$ cat src/rtl/spi_flash_loader.sv
// SPI flash READ (0x03) sequencer: streams byte_count bytes starting at flash_addr
// into a RAM write port starting at dest_addr. Mode 0, MSB first.
module spi_flash_loader #(
   parameter int CLK_DIV = 2,
   parameter int ADDR_W  = 16
) (
   input  logic              clk,
   input  logic              reset,
   input  logic              start,
   input  logic [23:0]       flash_addr,
   input  logic [15:0]       byte_count,
   input  logic [ADDR_W-1:0] dest_addr,
   output logic              busy,
   output logic              done,
   output logic              spi_cs_n,
   output logic              spi_sclk,
   output logic              spi_mosi,
   input  logic              spi_miso,
   output logic              wr_en,
   output logic [ADDR_W-1:0] wr_addr,
   output logic [7:0]        wr_data
);
   localparam int CW = (CLK_DIV > 1) ? $clog2(CLK_DIV) : 1;
   localparam logic [CW-1:0] CNT_LAST = CW'(CLK_DIV - 1);

   typedef enum logic [2:0] {
      IDLE     = 3'd0,
      CS_SETUP = 3'd1,
      CMD      = 3'd2,
      DATA     = 3'd3,
      CS_HOLD  = 3'd4,
      FINISH   = 3'd5
   } state_t;

   state_t            state_q, state_d;
   logic              pend_q, pend_d;
   logic [31:0]       tx_q, tx_d;
   logic [7:0]        rx_q, rx_d;
   logic [CW-1:0]     cnt_q, cnt_d;
   logic [5:0]        bit_q, bit_d;
   logic [15:0]       rem_q, rem_d;
   logic [ADDR_W-1:0] addr_q, addr_d;
   logic              rdy_q, rdy_d;
   logic              busy_q, busy_d;
   logic              done_q, done_d;
   logic              cs_n_q, cs_n_d;
   logic              sclk_q, sclk_d;
   logic              mosi_q, mosi_d;
   logic              wr_en_q, wr_en_d;
   logic [ADDR_W-1:0] wr_addr_q, wr_addr_d;
   logic [7:0]        wr_data_q, wr_data_d;
   logic              wrap_s;

   assign wrap_s = (cnt_q == CNT_LAST);

   // Next-state and registered-output logic for the transfer sequencer and bit engine
   always_comb begin
      state_d   = state_q;
      pend_d    = pend_q;
      tx_d      = tx_q;
      rx_d      = rx_q;
      cnt_d     = cnt_q;
      bit_d     = bit_q;
      rem_d     = rem_q;
      addr_d    = addr_q;
      rdy_d     = 1'b0;
      busy_d    = busy_q;
      done_d    = 1'b0;
      cs_n_d    = cs_n_q;
      sclk_d    = sclk_q;
      mosi_d    = mosi_q;
      wr_en_d   = rdy_q;
      wr_addr_d = wr_addr_q;
      wr_data_d = wr_data_q;

      // A completed byte is written one cycle after its 8th rising edge
      if (rdy_q) begin
         wr_addr_d = addr_q;
         wr_data_d = rx_q;
         addr_d    = addr_q + ADDR_W'(1);
      end else begin
         wr_addr_d = wr_addr_q;
      end

      case (state_q)
         IDLE: begin
            if (pend_q) begin
               pend_d = 1'b0;
               busy_d = 1'b1;
               cnt_d  = '0;
               if (rem_q == 16'd0) begin
                  state_d = FINISH;
               end else begin
                  state_d = CS_SETUP;
                  cs_n_d  = 1'b0;
                  sclk_d  = 1'b0;
                  mosi_d  = tx_q[31];
               end
            end else if (start) begin
               pend_d = 1'b1;
               tx_d   = {8'h03, flash_addr};
               rem_d  = byte_count;
               addr_d = dest_addr;
               bit_d  = 6'd0;
            end else begin
               pend_d = 1'b0;
            end
         end
         CS_SETUP: begin
            if (wrap_s) begin
               cnt_d   = '0;
               sclk_d  = 1'b1;
               rx_d    = {rx_q[6:0], spi_miso};
               state_d = CMD;
            end else begin
               cnt_d = cnt_q + CW'(1);
            end
         end
         CMD, DATA: begin
            if (!wrap_s) begin
               cnt_d = cnt_q + CW'(1);
            end else if (!sclk_q) begin
               cnt_d  = '0;
               sclk_d = 1'b1;
               rx_d   = {rx_q[6:0], spi_miso};
               if (state_q == DATA) begin
                  bit_d = {3'b000, bit_q[2:0] + 3'd1};
                  if (bit_q[2:0] == 3'd7) begin
                     rdy_d = 1'b1;
                     rem_d = rem_q - 16'd1;
                  end else begin
                     rdy_d = 1'b0;
                  end
               end else begin
                  bit_d = bit_q;
               end
            end else begin
               cnt_d  = '0;
               sclk_d = 1'b0;
               tx_d   = {tx_q[30:0], 1'b0};
               if (state_q == CMD) begin
                  if (bit_q == 6'd31) begin
                     state_d = DATA;
                     bit_d   = 6'd0;
                     mosi_d  = 1'b0;
                  end else begin
                     bit_d  = bit_q + 6'd1;
                     mosi_d = tx_q[30];
                  end
               end else if ((bit_q[2:0] == 3'd0) && (rem_q == 16'd0)) begin
                  // bit_q wraps to 0 only after a byte's 8th rise, so this is the last byte's last fall
                  state_d = CS_HOLD;
                  mosi_d  = 1'b0;
               end else begin
                  mosi_d = 1'b0;
               end
            end
         end
         CS_HOLD: begin
            if (wrap_s) begin
               cnt_d   = '0;
               cs_n_d  = 1'b1;
               state_d = FINISH;
            end else begin
               cnt_d = cnt_q + CW'(1);
            end
         end
         FINISH: begin
            done_d  = 1'b1;
            busy_d  = 1'b0;
            state_d = IDLE;
         end
         default: begin
            state_d = IDLE;
            busy_d  = 1'b0;
            cs_n_d  = 1'b1;
            sclk_d  = 1'b0;
         end
      endcase
   end

   // State and output registers with synchronous active-low reset
   always_ff @(posedge clk) begin
      if (!reset) begin
         state_q   <= IDLE;
         pend_q    <= 1'b0;
         tx_q      <= 32'd0;
         rx_q      <= 8'd0;
         cnt_q     <= '0;
         bit_q     <= 6'd0;
         rem_q     <= 16'd0;
         addr_q    <= '0;
         rdy_q     <= 1'b0;
         busy_q    <= 1'b0;
         done_q    <= 1'b0;
         cs_n_q    <= 1'b1;
         sclk_q    <= 1'b0;
         mosi_q    <= 1'b0;
         wr_en_q   <= 1'b0;
         wr_addr_q <= '0;
         wr_data_q <= 8'd0;
      end else begin
         state_q   <= state_d;
         pend_q    <= pend_d;
         tx_q      <= tx_d;
         rx_q      <= rx_d;
         cnt_q     <= cnt_d;
         bit_q     <= bit_d;
         rem_q     <= rem_d;
         addr_q    <= addr_d;
         rdy_q     <= rdy_d;
         busy_q    <= busy_d;
         done_q    <= done_d;
         cs_n_q    <= cs_n_d;
         sclk_q    <= sclk_d;
         mosi_q    <= mosi_d;
         wr_en_q   <= wr_en_d;
         wr_addr_q <= wr_addr_d;
         wr_data_q <= wr_data_d;
      end
   end

   assign busy     = busy_q;
   assign done     = done_q;
   assign spi_cs_n = cs_n_q;
   assign spi_sclk = sclk_q;
   assign spi_mosi = mosi_q;
   assign wr_en    = wr_en_q;
   assign wr_addr  = wr_addr_q;
   assign wr_data  = wr_data_q;

endmodule

$ cat config.mk
export PLATFORM = sky130hd
export DESIGN_NAME = spi_flash_loader
export DESIGN_NICKNAME = d
export VERILOG_FILES = /design/src/rtl/spi_flash_loader.sv
export SDC_FILE = /design/constraint.sdc
export NUM_CORES = 1
export LEC_CHECK = 0
export ABC_AREA = 1
export CORE_ASPECT_RATIO = 1.5
export CORE_MARGIN = 2
export CORE_UTILIZATION = 45
export DETAILED_ROUTE_END_ITERATION = 12
export GPL_ROUTABILITY_DRIVEN = 0
export PLACE_DENSITY = 0.69
export SETUP_SLACK_MARGIN = 0.5
export SYNTH_ARGS = -nofsm -noshare
export SYNTH_HDL_FRONTEND = slang
export SYNTH_SLANG_ARGS = --single-unit
$ cat constraint.sdc
create_clock -name clk -period 1.9 [get_ports clk]
set_input_delay 0.285 -clock clk [delete_from_list [all_inputs] [get_ports clk]]
set_output_delay 0.285 -clock clk [all_outputs]
set_load 0.005 [all_outputs]
==> impl_metrics.tcl <==
set metrics [dict create \
    status "complete, no violations" \
    synth_ff_type "dfxtp_1" \
    hold_viol_final 0 \
    switching_power_mw 5.73 \
    drv_cap 0 \
    synthTopCellsByCount "nand2_1, dfxtp_1, nor2_1, o21ai_0, nand3_1" \
    vias 6131 \
    power_density_nw_per_um2 1660 \
    drt-wirelength-per-cell_um 16.7 \
    core_um2 12300 \
    cp_num_buf_inv 3 \
    drcViolationCount 0 \
    leakagePower_nw 3.55 \
    cp-end-kind "flip-flop" \
    initial_core_util_pct 45.6 \
    tns_ns 0 \
    crit_required_ns 2.24 \
    pwr-share-seq_pct 25.5 \
    dpl.hpwl_um 10300 \
    h-tree-depth 4 \
    final_cells 1104 \
    grt_max_degree 45 \
    chipHeight_um 141 \
    drt_wl_total_um 18500 \
    cts_sinks 114 \
    drive_gt1_share_pct 27.7 \
    ios 90 \
    clock_skew_ns 0.00766 \
    path_clk_slew_ns 0.06 \
    gr-usage-all-layers_pct 26.4 \
    synth_top_area_share_pct 40.6 \
    clk_path_buf_depth 2 \
    cp_max_fo 6 \
    path_cells "buf_12 > nor2_4 > nor2_4 > nand2_2 > nor2_4 > buf_6 > buf_16 > o21ai_0 > a31oi_1" \
    overflow 0 \
    cts_tree "yes" \
    crit_slowest_cell "dfxtp_2" \
    rsz0062_at_grt "true" \
    setup_viol 0 \
    drtPass1Iterations 6 \
    antenna_found_initial 0 \
    critPathTopFamily "simple AND/OR/NAND/NOR gates" \
    port_buffers 89 \
    clockPowerShare_pct 25.1 \
    period_needed_ns 1.58 \
    power.internal_mw 8.42 \
    p_sw_share_pct 40.5 \
    insertion_delay_ns 0.42 \
    via_per_inst 5.55 \
    grt_pass1_vias 6100 \
    diodes 0 \
    syn_nets 859 \
    area_delta_synth_final_pct 51.3 \
    cpMostUsedCell "nor2_4" \
    layout.nets 1001 \
    grt_pass1_wl_um 27900 \
    synth_cells 793 \
    dp.cells 1015 \
    synth-edff-count 0 \
    yosys_register_bits 114 \
    hp-class "in2reg" \
    crit_path_start_kind "flip-flop" \
    synth.cell_area_um2 5620 \
    syn_avg_cell_area_um2 7.09 \
    synth_most_common_cell "nand2_1" \
    fin_crit_sh_pct 83.1 \
    worstMarginPinSlew_ns 0.484 \
    yosysTopAreaCell "dfxtp_1" \
    cts_root_buf "clkbuf_16" \
    drt_iter0_drc 426 \
    fp.dieW_um 95.3 \
    slew_viol_final 0 \
    dieArea_um2 13400 \
    critical-path-max-stage-delay_ns 0.34 \
    numCtsBuffers 17 \
    synthTopCellsByArea "dfxtp_1, nand2_1, nor2_1, o21ai_0, nand3_1" \
    yosysUniqueCellTypes 46 \
    rows 50 \
    relSlewSlack_pct 67.5 \
    fillCellCount 916 \
    ys_async_sr_fraction_pct 0 \
    crit_arrival_ns 1.92 \
    p_comb_share_pct 49.4 \
    ant_nets 0 \
    crit_type "reg2reg" \
    fmax_mhz 633 \
    ir_worst_vdd_mv 0.907 \
    yosysSeqAreaShare_pct 40.6 \
    ys_warn_count 0 \
]
timing repair:
item                                   4_1_cts  5_1_grt
setup endpoints to repair                  115       86
pin swaps                                   24       26
gates resized for setup                    131      120
cloned                                      12        2
hold buffers                                 0        0
buffers inserted                            31       12
endpoints found under the hold margin        0        0
state kept, by name, indices dropped and copies added, names as in the netlist, 3 cells and up:
signal	count
addr_q	16
bit_q	6
rem_q	16
rx_q	8
state_q	3
tx_q	32
wr_addr	16
wr_data	8
path summary, 6_finish.rpt:
check / end / cells past startpoint / slack, ns / start
hold / removal: pend_q / 3 / 0.36 / reset
setup reg to reg: tx_q[3] / 9 / 0.32 / state_q[1]
hold reg to reg: wr_addr[2] / 2 / 0.46 / wr_addr[2]
setup / recovery: tx_q[3] / 9 / 0.32 / state_q[1]
per-layer routing:
metal / part of all wire [%] / global-route usage [%]
met4: 4.5 / 17.6
met2: 54 / 47.6
met1: 36 / 27.0
met3: 4.9 / 4.86
met5: 0 / 0
tightest hold or removal path: cells and delay by family:
kind / cells / cell delay [ns]
compound gates: 1 / 0.05
buf+inv: 2 / 0.40
power by group through the flow:
| stage | clock network, mW | registers (mW) | logic (mW) |
|---|---|---|---|
| final | 3.55 | 3.61 | 6.99 |
| after global routing | 3.68 | 3.66 | 7.52 |
| after CTS | 3.55 | 3.51 | 5.78 |
| after detailed placement | 0 | 3.49 | 4.14 |
| after global placement | 0 | 3.48 | 4.03 |
| after floorplan | 0 | 3.34 | 3.38 |
logic make-up after synthesis:
group,Yosys count,share of synthesized area [%]
AOI/OAI and AO/OA,176,17.5
xor gates and xnor gates,10,1.56
adders and majority gates,6,1.33
buffers and inverters,94,8.28
DFF,114,40.6
muxes,1,0.178
and+or+nand+nor,392,30.5
cells in the final DEF, fill, tap and decap left out, types with 18 or more instances in the layout:
| cell type | instances |
|---|---|
| a31oi_1 | 24 |
| inv_1 | 40 |
| a21oi_2 | 22 |
| dfxtp_1 | 98 |
| dlygate4sd2_1 | 29 |
| nand2_1 | 172 |
| o21ai_2 | 18 |
| clkdlybuf4s50_1 | 58 |
| nor2_1 | 81 |
| clkbuf_16 | 19 |
| buf_4 | 42 |
| nand3_1 | 46 |
| a21oi_1 | 37 |
| o21ai_0 | 39 |
| nand2_2 | 21 |
| o21ai_1 | 21 |
layout make-up:
type                    count  area, um^2  share of cell area (%)
clock buffers              19         443                    5.21
clock inverters            13         209                    2.46
repair buffers            157        1630                    19.1
repair inverters            4        42.5                   0.500
flip-flops and latches    114        2320                    27.2
well taps                 156         195                    2.29
inverters                  53         251                    2.96
multi-input cells         588        3420                    40.2
stage by stage:
stage                     instance area, um^2  util [%]  setup slack (ns)  hold WS [ns]  power [mW]
after global placement                   6620      53.7             0.132         0.447        7.51
after floorplan                          5620         -             0.477         0.432        6.73
after global routing                     8510      69.0             0.239         0.377        14.9
final                                    8510      69.0             0.320         0.357        14.1
after detailed placement                 6620      53.7            0.0586         0.457        7.64
after CTS                                7970      64.6             0.328         0.349        12.8
No activity file was read; power rests on OpenSTA's default activity.
